File: src/rtl/bcd_counter_n.sv
`default_nettype none
// ============================================================================
// Module   : bcd_counter_n
// Purpose  : Multi-digit packed-BCD up/down counter with programmable terminal
//            value, sanitised synchronous load, and wrap or saturate mode.
//            The combinational carry lets stages be chained without extra delay.
// Revision : 1.0 - initial release
// ============================================================================
module bcd_counter_n #(
  parameter int                  DIGITS   = 2,
  parameter logic [4*DIGITS-1:0] BOUND    = (4*DIGITS)'(32'h59),
  parameter int                  SATURATE = 0
) (
  input  logic                  clk,
  input  logic                  reset,
  input  logic                  ena,
  input  logic                  set,
  input  logic [4*DIGITS-1:0]   set_num,
  input  logic                  updown,
  output logic [4*DIGITS-1:0]   cnt,
  output logic                  carry,
  output logic                  is_zero
);

  localparam int W = 4*DIGITS;

  logic [W-1:0]      r_cnt;
  logic [W-1:0]      w_terminal;
  logic [W-1:0]      w_wrap;
  logic [W-1:0]      w_step;
  logic [W-1:0]      w_clamped;
  logic [W-1:0]      w_load;
  logic              w_at_term;
  logic [DIGITS-1:0] w_lower9;
  logic [DIGITS-1:0] w_lower0;
  logic [DIGITS-1:0] w_bound_ok;

  // Terminal depends on the direction currently presented; the wrap target is
  // the opposite end of the range, loaded as a whole word.
  assign w_terminal = updown ? '0 : BOUND;
  assign w_wrap     = updown ? BOUND : '0;
  assign w_at_term  = (r_cnt == w_terminal);

  assign cnt     = r_cnt;
  assign carry   = ena & ~set & w_at_term;
  assign is_zero = (r_cnt == '0);

  // Per-digit stepping: a digit moves only when every lower digit is at its
  // rollover value (9 going up, 0 going down); each digit steps mod 10.
  for (genvar i = 0; i < DIGITS; i++) begin : g_digit
    logic [3:0] w_d;
    logic [3:0] w_up_d;
    logic [3:0] w_dn_d;

    assign w_d    = r_cnt[4*i +: 4];
    assign w_up_d = (w_d == 4'd9) ? 4'd0 : w_d + 4'd1;
    assign w_dn_d = (w_d == 4'd0) ? 4'd9 : w_d - 4'd1;

    if (i == 0) begin : g_first
      assign w_lower9[i] = 1'b1;
      assign w_lower0[i] = 1'b1;
    end else begin : g_chain
      assign w_lower9[i] = w_lower9[i-1] & (r_cnt[4*(i-1) +: 4] == 4'd9);
      assign w_lower0[i] = w_lower0[i-1] & (r_cnt[4*(i-1) +: 4] == 4'd0);
    end

    assign w_step[4*i +: 4] = updown ? (w_lower0[i] ? w_dn_d : w_d)
                                     : (w_lower9[i] ? w_up_d : w_d);

    // Non-decimal load nibbles are forced to 9 before the range limit.
    assign w_clamped[4*i +: 4] = (set_num[4*i +: 4] > 4'd9) ? 4'd9 : set_num[4*i +: 4];

    assign w_bound_ok[i] = (BOUND[4*i +: 4] <= 4'd9);
  end

  // Valid BCD orders the same as binary, so a full-width compare limits the load.
  assign w_load = (w_clamped > BOUND) ? BOUND : w_clamped;

  // Count register: reset beats load, load beats counting, otherwise hold.
  always_ff @(posedge clk) begin
    if (!reset) begin
      r_cnt <= '0;
    end else if (set) begin
      r_cnt <= w_load;
    end else if (ena) begin
      if (w_at_term) begin
        r_cnt <= (SATURATE != 0) ? r_cnt : w_wrap;
      end else begin
        r_cnt <= w_step;
      end
    end
  end

  // Flags a BOUND that is not valid packed BCD; behaviour is undefined then.
  always_ff @(posedge clk) begin
    bound_is_bcd: assert (&w_bound_ok);
  end

endmodule
`default_nettype wire
File: config.mk
export PLATFORM = sky130hd
export DESIGN_NAME = bcd_counter_n
export DESIGN_NICKNAME = d
export VERILOG_FILES = /design/src/rtl/bcd_counter_n.sv
export SDC_FILE = /design/constraint.sdc
export NUM_CORES = 1
export LEC_CHECK = 0
export CORE_ASPECT_RATIO = 0.8
export CORE_MARGIN = 2
export CORE_UTILIZATION = 30
export CTS_CLUSTER_SIZE = 25
export DETAILED_ROUTE_END_ITERATION = 8
export PLACE_DENSITY = 0.61
export SYNTH_ARGS = -nofsm -noshare
export SYNTH_HDL_FRONTEND = slang
export SYNTH_SLANG_ARGS = --single-unit
File: constraint.sdc
create_clock -name clk -period 2.07 [get_ports clk]
set_input_delay 0.414 -clock clk [delete_from_list [all_inputs] [get_ports clk]]
set_output_delay 0.414 -clock clk [all_outputs]
set_load 0.05 [all_outputs]
* After elaboration in Yosys (flattened, before gate mapping)
Index checks and enable logic that the tools add are counted.
** Cells by class
- $add $sub $neg :: 4
- Multipliers :: 0
- Div/mod/pow operators :: 0
- Order comparisons :: 3
- Equal/unequal tests :: 4
- Shift-type cells :: 0
- Multiplexer cells :: 16
- Bitwise gates (word level) :: 3
- Reductions and logical operators :: 6
** Operators by type and width (count)
- 4-bit two-way mux :: 10
- 8-bit two-way mux :: 4
- 7-bit two-way mux :: 2
- 4-bit by 1-bit adder with 4-bit output, second input constant :: 2
- 4-bit == test, second input constant :: 2
- 8-bit by 7-bit == test with 1-bit output :: 1
- 4-bit > comparator, second input constant :: 2
- 8-bit by 7-bit > comparator with 1-bit output, second input constant :: 1
- 4-bit zero test :: 2
- 8-bit zero test :: 1
- 4-bit by 1-bit subtractor with 4-bit output, second input constant :: 2
- 4-bit by 2-bit != test with 1-bit output, second input constant :: 1
- 4-bit nonzero test :: 1
- 3-bit AND reduction :: 1
- 1-bit bitwise AND :: 2
- 2-bit nonzero test :: 1
- 1-bit NOT :: 1
** Word-level totals
- Register bits :: 8
- Latch bits :: 0
- Bits in writable memories :: 0
- Memory bits (read-only) :: 0
- Input port bits :: 13
- Word-level logic and storage cells :: 38
- Memories :: 0

* Longest topological paths before layout
Gate-level depths: netlist of run 1.
- Word-level depth :: 7
- Gate-level depth with buffers :: 7
- Gate-level depth less buffers :: 7

* Least setup slack after synthesis of run 1
No wires, ideal clock.
- Kind :: register to output
- Start :: register r_cnt[4], in the netlist cnt[4]
- End :: output port is_zero
- Data arrival time :: 3.008 ns
- Path slack :: -1.352 ns
- Cell stages (with the launch flop) :: 5
- Buffers on the path :: 0
- Path through :: dfxtp_1 -> inv_1 -> ha_1 -> or3b_1 -> nor4b_1
** On the way
- Word-level cells in the longest chain between the ends :: 1
** Ends and longest elaborated chain
- start, declared :: RTL line 27 : logic [W-1:0] r_cnt;
- start signal, assigned :: RTL line 84 : r_cnt <= w_load;
- start signal, assigned :: RTL line 87 : r_cnt <= (SATURATE != 0) ? r_cnt : w_wrap;
- start signal, assigned :: RTL line 89 : r_cnt <= w_step;
- 8-bit zero test :: RTL line 46 : assign is_zero = (r_cnt == '0);
- end, declared :: RTL line 22 : output logic is_zero
Every way passes these cells.

* Worst setup path in the final report of run 1
Same ends and word-level chain as after synthesis.

==> qor.yml, run 1 <==
synthArstFlopShare: 0
grt_pass1_wl_mm: 4.657
wl_met1_mm: 1.337
synth_nets: 137
end_kind: "output pin"
p_int_uw: 504.9
setup_viol: 1
clock_latency_ns: 0.24
hold_class: "reg -> reg"
tightest_slew_ns: 0.4938
routabilityCongestion: 0.7826
synth_ff_type: "dfxtp_1"
antenna-diode-count: 0
drt_iter0_drc: 36
hold_viol_final: 0
io_buffer_count: 22
cts_made_buffers: 3
drcViolationCount: 0
path_buf_inv: 2
clk_path_buf_depth: 2
coreArea_mm2: 0.002808
grt_max_degree: 12
nets: 179
ios: 23
clockPowerShare: 0.253
rsz0062_at_grt: "true"
multi_input_area_um2: 739.5
cts_root_buffer: "clkbuf_8"
cts.clk_slew.worst_paths_ns: 0.05
seqCellArea_um2: 172.7
grt_remaining_overflow: 0
pwr-share-comb: 0.512
cts_tree: "built"
status: "finished with violations"
vias: 1009
num_rows: 17
clock.fmax_mhz: 482.0
net-switching-power_uw: 320.9
seqPwrFrac: 0.235
ys_types: 46
start_util: 0.3204
wl_per_cell_um: 13.91
grt_use_total: 0.1767
top_layer: "met4"
final_cell_area_mm2: 0.001438
layout-drive-gt1-share: 0.3396
vias_per_cell: 5.122
antenna_found_initial: 0
clock_skew_ns: 0.009765
die_h_um: 52.98
path_cells: "inv_4, ha_4, or3b_4, nor4b_4, buf_12"
grt_pass1_vias: 975
ys_ff_latch: 8
finalCriticalPeriod_ns: 2.075
crit_family: "simple AND/OR/NAND/NOR gates"
cts_sinks: 8
largest_reg_flops: 8
cp.arrival_ns: 1.66
crit_type: "reg -> out"
min_period_over_period: 1.002
leakage_nw: 0.5660
area.growth.synth_to_final_pct: 59.81
power_density_mw_per_mm2: 574.4
maxSlewHeadroom: 0.6698
ant_nets: 0
drtPass1Iterations: 4
swShare: 0.3886
max_stage_delay_ns: 0.39
cpMaxStageDelayCell: "or3b_4"
synth-warning-count: 0
violations: "negative setup slack"
seq_area_frac_synth: 0.1780
required_ns: 1.66
htreeDepth: 1
dpl_cell_area_mm2: 0.001340
crit_fanout: 2
met2WireLength_mm: 1.230
hold_slack_ns: 0.5470
report.final.slew_viol_count: 0
synth_edf_count: 0
avgSynthCellArea_um2: 7.624
ir_drop_mv: 0.3565
critPathLaunchType: "register"
synth_area_um2: 899.6
drv_cap: 0
fp.dieArea_mm2: 0.003456
met3_length_um: 135
fillers: 288
postRouteWirelength_mm: 2.740
worst_slack_ns: -0.004575
reg2reg_slack_ns: 0.24
dp_hpwl_mm: 2.064
die_w_um: 65.23
netlist_instances: 118
-- through the flow --
step / setup TNS (ns) / std cells / total power [mW] / util / worst slack [ns]
3_5_place_dp: -1.925 / 189 / 0.5929 / 0.4773 / -0.2688
5_1_grt: -0.05812 / 197 / 0.8760 / 0.5120 / -0.03836
6_report: -0.004575 / 197 / 0.8258 / 0.5120 / -0.004575
3_3_place_gp: -1.552 / 189 / 0.5887 / 0.4773 / -0.2370
2_1_floorplan: -0.04974 / 118 / 0.4495 / - / -0.04974
4_1_cts: 0 / 197 / 0.8231 / 0.5036 / 0.0002738
-- cell usage after synthesis, types with 2 or more instances --
| cell | number | area (um^2) |
|---|---|---|
| a21oi_1 | 11 | 55.05 |
| nor2_1 | 11 | 41.29 |
| inv_1 | 9 | 33.78 |
| dfxtp_1 | 8 | 160.2 |
| nand2_1 | 7 | 26.28 |
| ha_1 | 6 | 75.07 |
| nand2b_1 | 6 | 37.54 |
| o21ai_0 | 6 | 30.03 |
| clkbuf_1 | 5 | 18.77 |
| nor3_1 | 5 | 25.02 |
| nor2b_1 | 3 | 18.77 |
| a22oi_1 | 2 | 15.01 |
| nand3_1 | 2 | 10.01 |
| o2111ai_1 | 2 | 17.52 |
| o21a_1 | 2 | 15.01 |
| o21ai_1 | 2 | 10.01 |
| o22ai_1 | 2 | 12.51 |
-- cells in the final DEF (no fill, tap or decap), drive strengths merged, types with 6 or more instances in the layout --
cell            n
buf            28
clkdlybuf4s50  15
a21oi          11
nor2           11
inv             9
o21ai           8
dfxtp           8
nand2           7
nand2b          6
nor3            6
ha              6
-- worst paths after layout --
path,start,to,cells past startpoint
setup / recovery,cnt[4],is_zero,5
hold / removal,cnt[7],cnt[7],2
setup reg to reg,cnt[4],cnt[7],7
hold reg to reg,cnt[7],cnt[7],2
-- logic make-up after synthesis --
family / after synthesis / share of synthesized area
xor gates and xnor gates: 2 / 0.01948
muxes: 3 / 0.04868
buffers and inverters: 16 / 0.07510
adders and majority gates: 6 / 0.08345
AOI/OAI and AO/OA: 41 / 0.3241
DFF: 8 / 0.1780
and+or+nand+nor: 42 / 0.2712
-- power groups by stage --
stage / Clock [mW] / Sequential [mW] / Combinational [mW]
2_1_floorplan: 0 / 0.243 / 0.207
6_report: 0.209 / 0.194 / 0.423
5_1_grt: 0.220 / 0.197 / 0.459
3_3_place_gp: 0 / 0.196 / 0.392
4_1_cts: 0.214 / 0.194 / 0.416
3_5_place_dp: 0 / 0.196 / 0.397
-- worst min-delay path: stages (launching register included) --
cell and delay, ns:
dfxtp_2 0.37, nand2_1 0.07, o22ai_1 0.06
-- repair_timing --
action / in CTS / in global routing
hold buffers: 0 / 0
cloned: 0 / 0
buffers inserted: 4 / 0
endpoints found under the setup margin: 7 / 4
pin swaps: 3 / 2
gates resized for setup: 1 / 3
-- layout make-up --
cell class | count | share of cell area
Clock buffer | 4 | 0.03133
Timing Repair Buffer | 44 | 0.2742
Multi-Input combinational cell | 94 | 0.5144
Inverter | 9 | 0.02698
Sequential cell | 8 | 0.1201
Tap cell | 38 | 0.03307
-- metal layers --
layer,global-route usage,vias to the layer above
li1,-,517
met1,0.2570,460
met2,0.2483,27
met3,0.03191,5
met4,0.08333,0
met5,0,-
Power figures use the tool's default switching activity.
==> inputs of run 2 (changes only) <==
Settings changed: CORE_UTILIZATION 30 to 43, PLACE_DENSITY 0.61 to 0.8.
==> run 2 against run 1 <==
Clock skew fell by 0.0054 ns. Combinational power about the same. First-iteration DRC count down 33%. Critical path depth is the same. Global-route usage is 8.2 points higher. Highest routed layer unchanged. Register-to-register slack got worse by 0.04 ns. The run still ends with negative setup slack left. Wire length up 1.3%. Flip-flop and latch count stayed put. Clock-buffer cell count did not move. Cell count is 7.1% lower. Clock power down 38%.
==> qor.yml, run 2 (synthesis gave the netlist of run 1 again) <==
pwr-share-comb: 0.567  # was 0.512
hold_viol_final: 0  # unchanged
area.growth.synth_to_final_pct: 54.94  # was 59.81%
layout-drive-gt1-share: 0.3270  # was 0.3396
rr_worst_depth: 8  # was 7
dpl_cell_area_mm2: 0.001308  # was 0.001340 mm^2
dp_hpwl_mm: 2.022  # was 2.064 mm
fin_setup_tns_ns: -0.05299  # was -0.004575 ns
rsz0062_at_grt: "true"  # unchanged
cts_sinks: 8  # unchanged
reg2reg_slack_ns: 0.20  # was 0.24 ns
fillers: 157  # was 288
post-route-util: 0.7234  # was 0.5120
layout.cells.non_filler: 183  # was 197
coreArea_mm2: 0.001927  # was 0.002808 mm^2
tightest_slew_ns: 0.4955  # was 0.4938 ns
htreeDepth: 1  # unchanged
violations: "negative setup slack"  # unchanged
grt_pass1_vias: 1053  # was 975
seqPwrFrac: 0.260  # was 0.235
crit_fanout: 3  # was 2
crit_type: "reg -> out"  # unchanged
maxSlewHeadroom: 0.6686  # was 0.6698
power_density_mw_per_mm2: 537.5  # was 574.4 mW/mm^2
routabilityCongestion: 0.9393  # was 0.7826
wl_per_cell_um: 15.16  # was 13.91 um
p_int_uw: 444.1  # was 504.9 uW
io_buffer_count: 22  # unchanged
drt_iter0_drc: 24  # was 36
setup.worst_path.start: "cnt[5]"  # was cnt[4]
start_util: 0.4669  # was 0.3204
antenna_found_initial: 0  # unchanged
clockPowerShare: 0.173  # was 0.253
vias_per_cell: 5.956  # was 5.122
place_inst: 173  # was 189
ir_drop_mv: 0.4273  # was 0.3565 mV
drv_cap: 0  # unchanged
largest_reg_flops: 8  # unchanged
die_w_um: 55.14  # was 65.23 um
cts.clk_slew.worst_paths_ns: 0.06  # was 0.05 ns
final_cell_area_mm2: 0.001394  # was 0.001438 mm^2
min_from: "cnt[7]"  # unchanged
dpl_worst_slack_ns: -0.3219  # was -0.2688 ns
final_cell_mix: "buf_4, clkdlybuf4s50_1, a21oi_1"  # unchanged
swShare: 0.4072  # was 0.3886
drtPass1Iterations: 4  # unchanged
fp.dieArea_mm2: 0.002476  # was 0.003456 mm^2
clock_latency_ns: 0.25  # was 0.24 ns
grt_max_degree: 12  # unchanged
grt_use_total: 0.2584  # was 0.1767
end_kind: "output pin"  # unchanged
critPathLaunchType: "register"  # unchanged
ios: 23  # unchanged
r2r-start: "cnt[4]"  # unchanged
hold_buffers: 0  # unchanged
cp.arrival_ns: 1.71  # was 1.66 ns
cts_root_buffer: "clkbuf_4"  # was clkbuf_8
clock_skew_ns: 0.004366  # was 0.009765 ns
net-switching-power_uw: 305.1  # was 320.9 uW
drcViolationCount: 0  # unchanged
reg2reg_to: "cnt[4]"  # was cnt[7]
hold_class: "reg -> reg"  # unchanged
required_ns: 1.66  # about the same
finalCriticalPeriod_ns: 2.123  # was 2.075 ns
antenna-diode-count: 0  # unchanged
status: "finished with violations"  # unchanged
num_rows: 14  # was 17
min_period_over_period: 1.026  # was 1.002
cts_tree: "built"  # unchanged
endpoint: "is_zero"  # unchanged
setup_viol: 1  # unchanged
worst_slack_ns: -0.05299  # was -0.004575 ns
report.final.slew_viol_count: 0  # unchanged
layout_commonest_cell: "buf_4"  # unchanged
nets: 179  # unchanged
grt_remaining_overflow: 0  # unchanged
vias: 1090  # was 1009
postRouteWirelength_mm: 2.775  # was 2.740 mm
clk_path_buf_depth: 2  # unchanged
ant_nets: 0  # unchanged
die_h_um: 44.91  # was 52.98 um
cts_made_buffers: 3  # unchanged
grt_pass1_wl_mm: 4.685  # was 4.657 mm
clock.fmax_mhz: 471.0  # was 482.0 MHz
leakage_nw: 0.5578  # was 0.5660 nW
-- run 2: cell counts in the layout (fill, tap and decap cells not counted) --
Identical to the previous run, type by type.
-- run 2: power groups by stage --
stage,Clock [mW],Combinational [mW],Sequential [mW]
after global routing,0.143,0.456,0.196
after global placement,0,0.374,0.199
after detailed placement,0,0.384,0.200
final,0.130,0.425,0.194
after CTS,0.134,0.413,0.194
after floorplan,0,0.207,0.243
-- run 2: worst min-delay path by stage --
| stage | end | cells past startpoint |
|---|---|---|
| after CTS | cnt[7] | 2 |
| after global routing | cnt[7] | 2 |
| after floorplan | cnt[2] | 1 |
| after detailed placement | cnt[4] | 2 |
| after global placement | cnt[7] | 2 |
| final | cnt[7] | 2 |
-- run 2: cell type report --
type / instances / area, um^2 / share of cell area
multi-input combinational: 94 / 728.2 / 0.5224
timing repair buffer: 44 / 397.9 / 0.2855
sequential: 8 / 172.7 / 0.1239
inverter: 9 / 38.79 / 0.02783
tap: 24 / 30.03 / 0.02154
clock buffer: 4 / 26.28 / 0.01885
-- run 2: through the flow --
step / power, mW / hold WS, ns
6_report: 0.7492 / 0.5553
5_1_grt: 0.7950 / 0.5825
4_1_cts: 0.7406 / 0.5549
3_5_place_dp: 0.5833 / 0.5407
3_3_place_gp: 0.5730 / 0.5226
2_1_floorplan: 0.4495 / 0.5315
-- run 2: what timing repair did --
action / 4_1_cts / 5_1_grt
pin swaps: 4 / 3
setup endpoints to repair: 6 / 2
resized for setup: 3 / 0
setup buffers: 5 / 1
-- run 2: layer usage --
layer	track usage	part of all wire	vias to the layer above
li1	-	-	521
met2	0.4238	0.48	43
met5	0	0	-
met1	0.3551	0.45	522
met4	0.09268	0.0058	0
met3	0.01987	0.059	4
-- run 2: worst max-delay path: stages, from the launching register on --
cell     delay, ns
dfxtp_4       0.36
inv_4         0.06
ha_4          0.13
or3b_4        0.40
nor4b_4       0.33
buf_12        0.17
==> inputs of run 3 (changes only) <==
Settings changed: CORE_UTILIZATION 43 to 50, DONT_BUFFER_PORTS set to 1, PLACE_DENSITY 0.8 to 0.74.
==> run 3 against run 2 <==
The run now ends clean. Critical path depth did not move. Non-clock buffer count fell by 28. Core utilization fell by 4.5 points. Global-route usage rose by 0.31 points. Largest power group unchanged. Cell count fell by 16%. Register-to-register slack improved by 0.04 ns. Clock power rose by 7%. First-iteration DRC count rose by 25%. Via count fell by 9.4%. Hold slack got worse by 0.28 ns. Clock skew fell by 0.0012 ns. Die area fell by 13%.
==> qor.yml, run 3 (synthesis gave the netlist of run 1 again) <==
status: "finished, final reports clean"  # was finished with violations
clk_path_buf_depth: 2  # unchanged
die_w_um: 51.43  # was 55.14 um
swShare: 0.4245  # was 0.4072
vias: 987  # was 1090
grt_pass1_wl_mm: 4.333  # was 4.685 mm
reg2reg_to: "cnt[6]"  # was cnt[4]
path_buf_inv: 2  # unchanged
antenna_found_initial: 0  # unchanged
seqPwrFrac: 0.278  # was 0.260
cts.clk_slew.worst_paths_ns: 0.06  # about the same
cpMaxStageDelayCell: "or3b_4"  # unchanged
layout-drive-gt1-share: 0.2977  # was 0.3270
antenna-diode-count: 0  # unchanged
clock.fmax_mhz: 486.7  # was 471.0 MHz
drtPass1Iterations: 5  # was 4
hold_class: "in -> reg"  # was reg -> reg
cp.arrival_ns: 1.64  # was 1.71 ns
num_rows: 13  # was 14
nets: 151  # was 179
cts_made_buffers: 3  # unchanged
end_kind: "output pin"  # unchanged
final_cell_mix: "buf_4, a21oi_1, nor2_1"  # was buf_4, clkdlybuf4s50_1, a21oi_1
report.final.slew_viol_count: 0  # unchanged
dpl_worst_slack_ns: 0.1288  # was -0.3219 ns
clock_latency_ns: 0.26  # was 0.25 ns
drv_cap: 0  # unchanged
finalCriticalPeriod_ns: 2.055  # was 2.123 ns
whs_endpoint: "cnt[2]"  # was cnt[7]
layout.cells.non_filler: 153  # was 183
area.growth.synth_to_final_pct: 25.17  # was 54.94%
net-switching-power_uw: 291.1  # was 305.1 uW
postRouteWirelength_mm: 2.531  # was 2.775 mm
ant_nets: 0  # unchanged
p_int_uw: 394.6  # was 444.1 uW
setup_viol: 0  # was 1
power_density_mw_per_mm2: 608.9  # was 537.5 mW/mm^2
clock_skew_ns: 0.003136  # was 0.004366 ns
grt_remaining_overflow: 0  # unchanged
io_buffer_count: 0  # was 22
maxSlewHeadroom: 0.7491  # was 0.6686
min_period_over_period: 0.9926  # was 1.026
start_util: 0.5422  # was 0.4669
grt_max_degree: 16  # was 12
grt_use_total: 0.2615  # was 0.2584
largest_reg_flops: 8  # unchanged
cts_root_buffer: "clkbuf_4"  # unchanged
rsz0062_at_grt: "true"  # unchanged
crit_type: "reg -> out"  # unchanged
routabilityCongestion: 0.8458  # was 0.9393
cts_tree: "built"  # unchanged
wl_per_cell_um: 16.54  # was 15.16 um
drt_iter0_drc: 30  # was 24
leakage_nw: 0.4351  # was 0.5578 nW
ios: 23  # unchanged
clockPowerShare: 0.203  # was 0.173
max_stage_delay_ns: 0.39  # was 0.40 ns
crit_family: "simple AND/OR/NAND/NOR gates"  # unchanged
grt_pass1_vias: 965  # was 1053
die_h_um: 41.94  # was 44.91 um
path_cells: "inv_4, ha_4, or3b_4, nor4b_4, buf_12"  # unchanged
htreeDepth: 1  # unchanged
cts_sinks: 8  # unchanged
place_inst: 145  # was 173
reg2reg_slack_ns: 0.24  # was 0.20 ns
pwr-share-comb: 0.520  # was 0.567
vias_per_cell: 6.451  # was 5.956
required_ns: 1.66  # about the same
ir_drop_mv: 0.4563  # was 0.4273 mV
r2r-start: "cnt[5]"  # was cnt[4]
worst_slack_ns: 0.01530  # was -0.05299 ns
fp.dieArea_mm2: 0.002157  # was 0.002476 mm^2
crit_fanout: 2  # was 3
dp_hpwl_mm: 1.933  # was 2.022 mm
min_from: "reset"  # was cnt[7]
drcViolationCount: 0  # unchanged
rr_worst_depth: 6  # was 8
critPathLaunchType: "register"  # unchanged
tightest_slew_ns: 0.3750  # was 0.4955 ns
layout_commonest_cell: "buf_4"  # unchanged
hold_viol_final: 0  # unchanged
coreArea_mm2: 0.001659  # was 0.001927 mm^2
holdPathStages: 1  # was 2
==> run 3: power groups by stage <==
stage	combinational (mW)	clock [mW]	sequential [mW]
6_report	0.356	0.139	0.190
5_1_grt	0.386	0.151	0.192
2_1_floorplan	0.207	0	0.243
3_3_place_gp	0.318	0	0.199
3_5_place_dp	0.327	0	0.201
4_1_cts	0.352	0.140	0.189
==> run 3: what timing repair did <==
item                                    in CTS  in global routing
gates resized for setup                      0                  0
pin swaps                                    2                  1
hold buffers                                 0                  0
endpoints found under the setup margin       1                  2
buffers inserted                             4                  0
==> run 3: how the worst max path moves through the flow <==
stage	from	slack, ns	to	depth (start not counted)
after floorplan	cnt[4]	-0.05	is_zero	4
after CTS	cnt[5]	0.006	is_zero	5
after detailed placement	cnt[4]	0.13	is_zero	5
after global placement	cnt[4]	0.18	is_zero	5
final	cnt[4]	0.02	is_zero	5
after global routing	cnt[5]	-0.06	is_zero	5
==> run 3: area by class of cell <==
cell class                      count  area (um^2)
Clock buffer                        4        26.28
Fill cell                         148        533.0
Inverter                            9        38.79
Multi-Input combinational cell     94        715.7
Sequential cell                     8        172.7
Tap cell                           22        27.53
Timing Repair Buffer               16        145.1
==> run 3: stage by stage <==
step / TNS, ns / area [um^2] / utilization / total power, mW / hold WS [ns]
after floorplan: -0.04974 / 963.4 / - / 0.4495 / 0.5315
after global placement: 0 / 1070 / 0.6448 / 0.5166 / 0.5411
after detailed placement: 0 / 1070 / 0.6448 / 0.5274 / 0.5520
after CTS: 0 / 1126 / 0.6787 / 0.6815 / 0.2815
after global routing: -0.05691 / 1126 / 0.6787 / 0.7286 / 0.2832
final: 0 / 1126 / 0.6787 / 0.6857 / 0.2797
==> run 3: metal layers <==
layer / vias to the layer above / GRT usage / part of all wire
met5: - / 0 / 0
met4: 0 / 0.1053 / 0.0099
met3: 6 / 0.08633 / 0.12
met2: 58 / 0.3769 / 0.46
met1: 454 / 0.3553 / 0.41
li1: 469 / - / -
==> run 3: worst register-to-register path: stages (launching register included) <==
cell	delay (ns)
dfxtp_4	0.36
buf_4	0.24
ha_1	0.24
nand2_1	0.06
mux4_2	0.44
o21ai_0	0.24
a41o_1	0.20
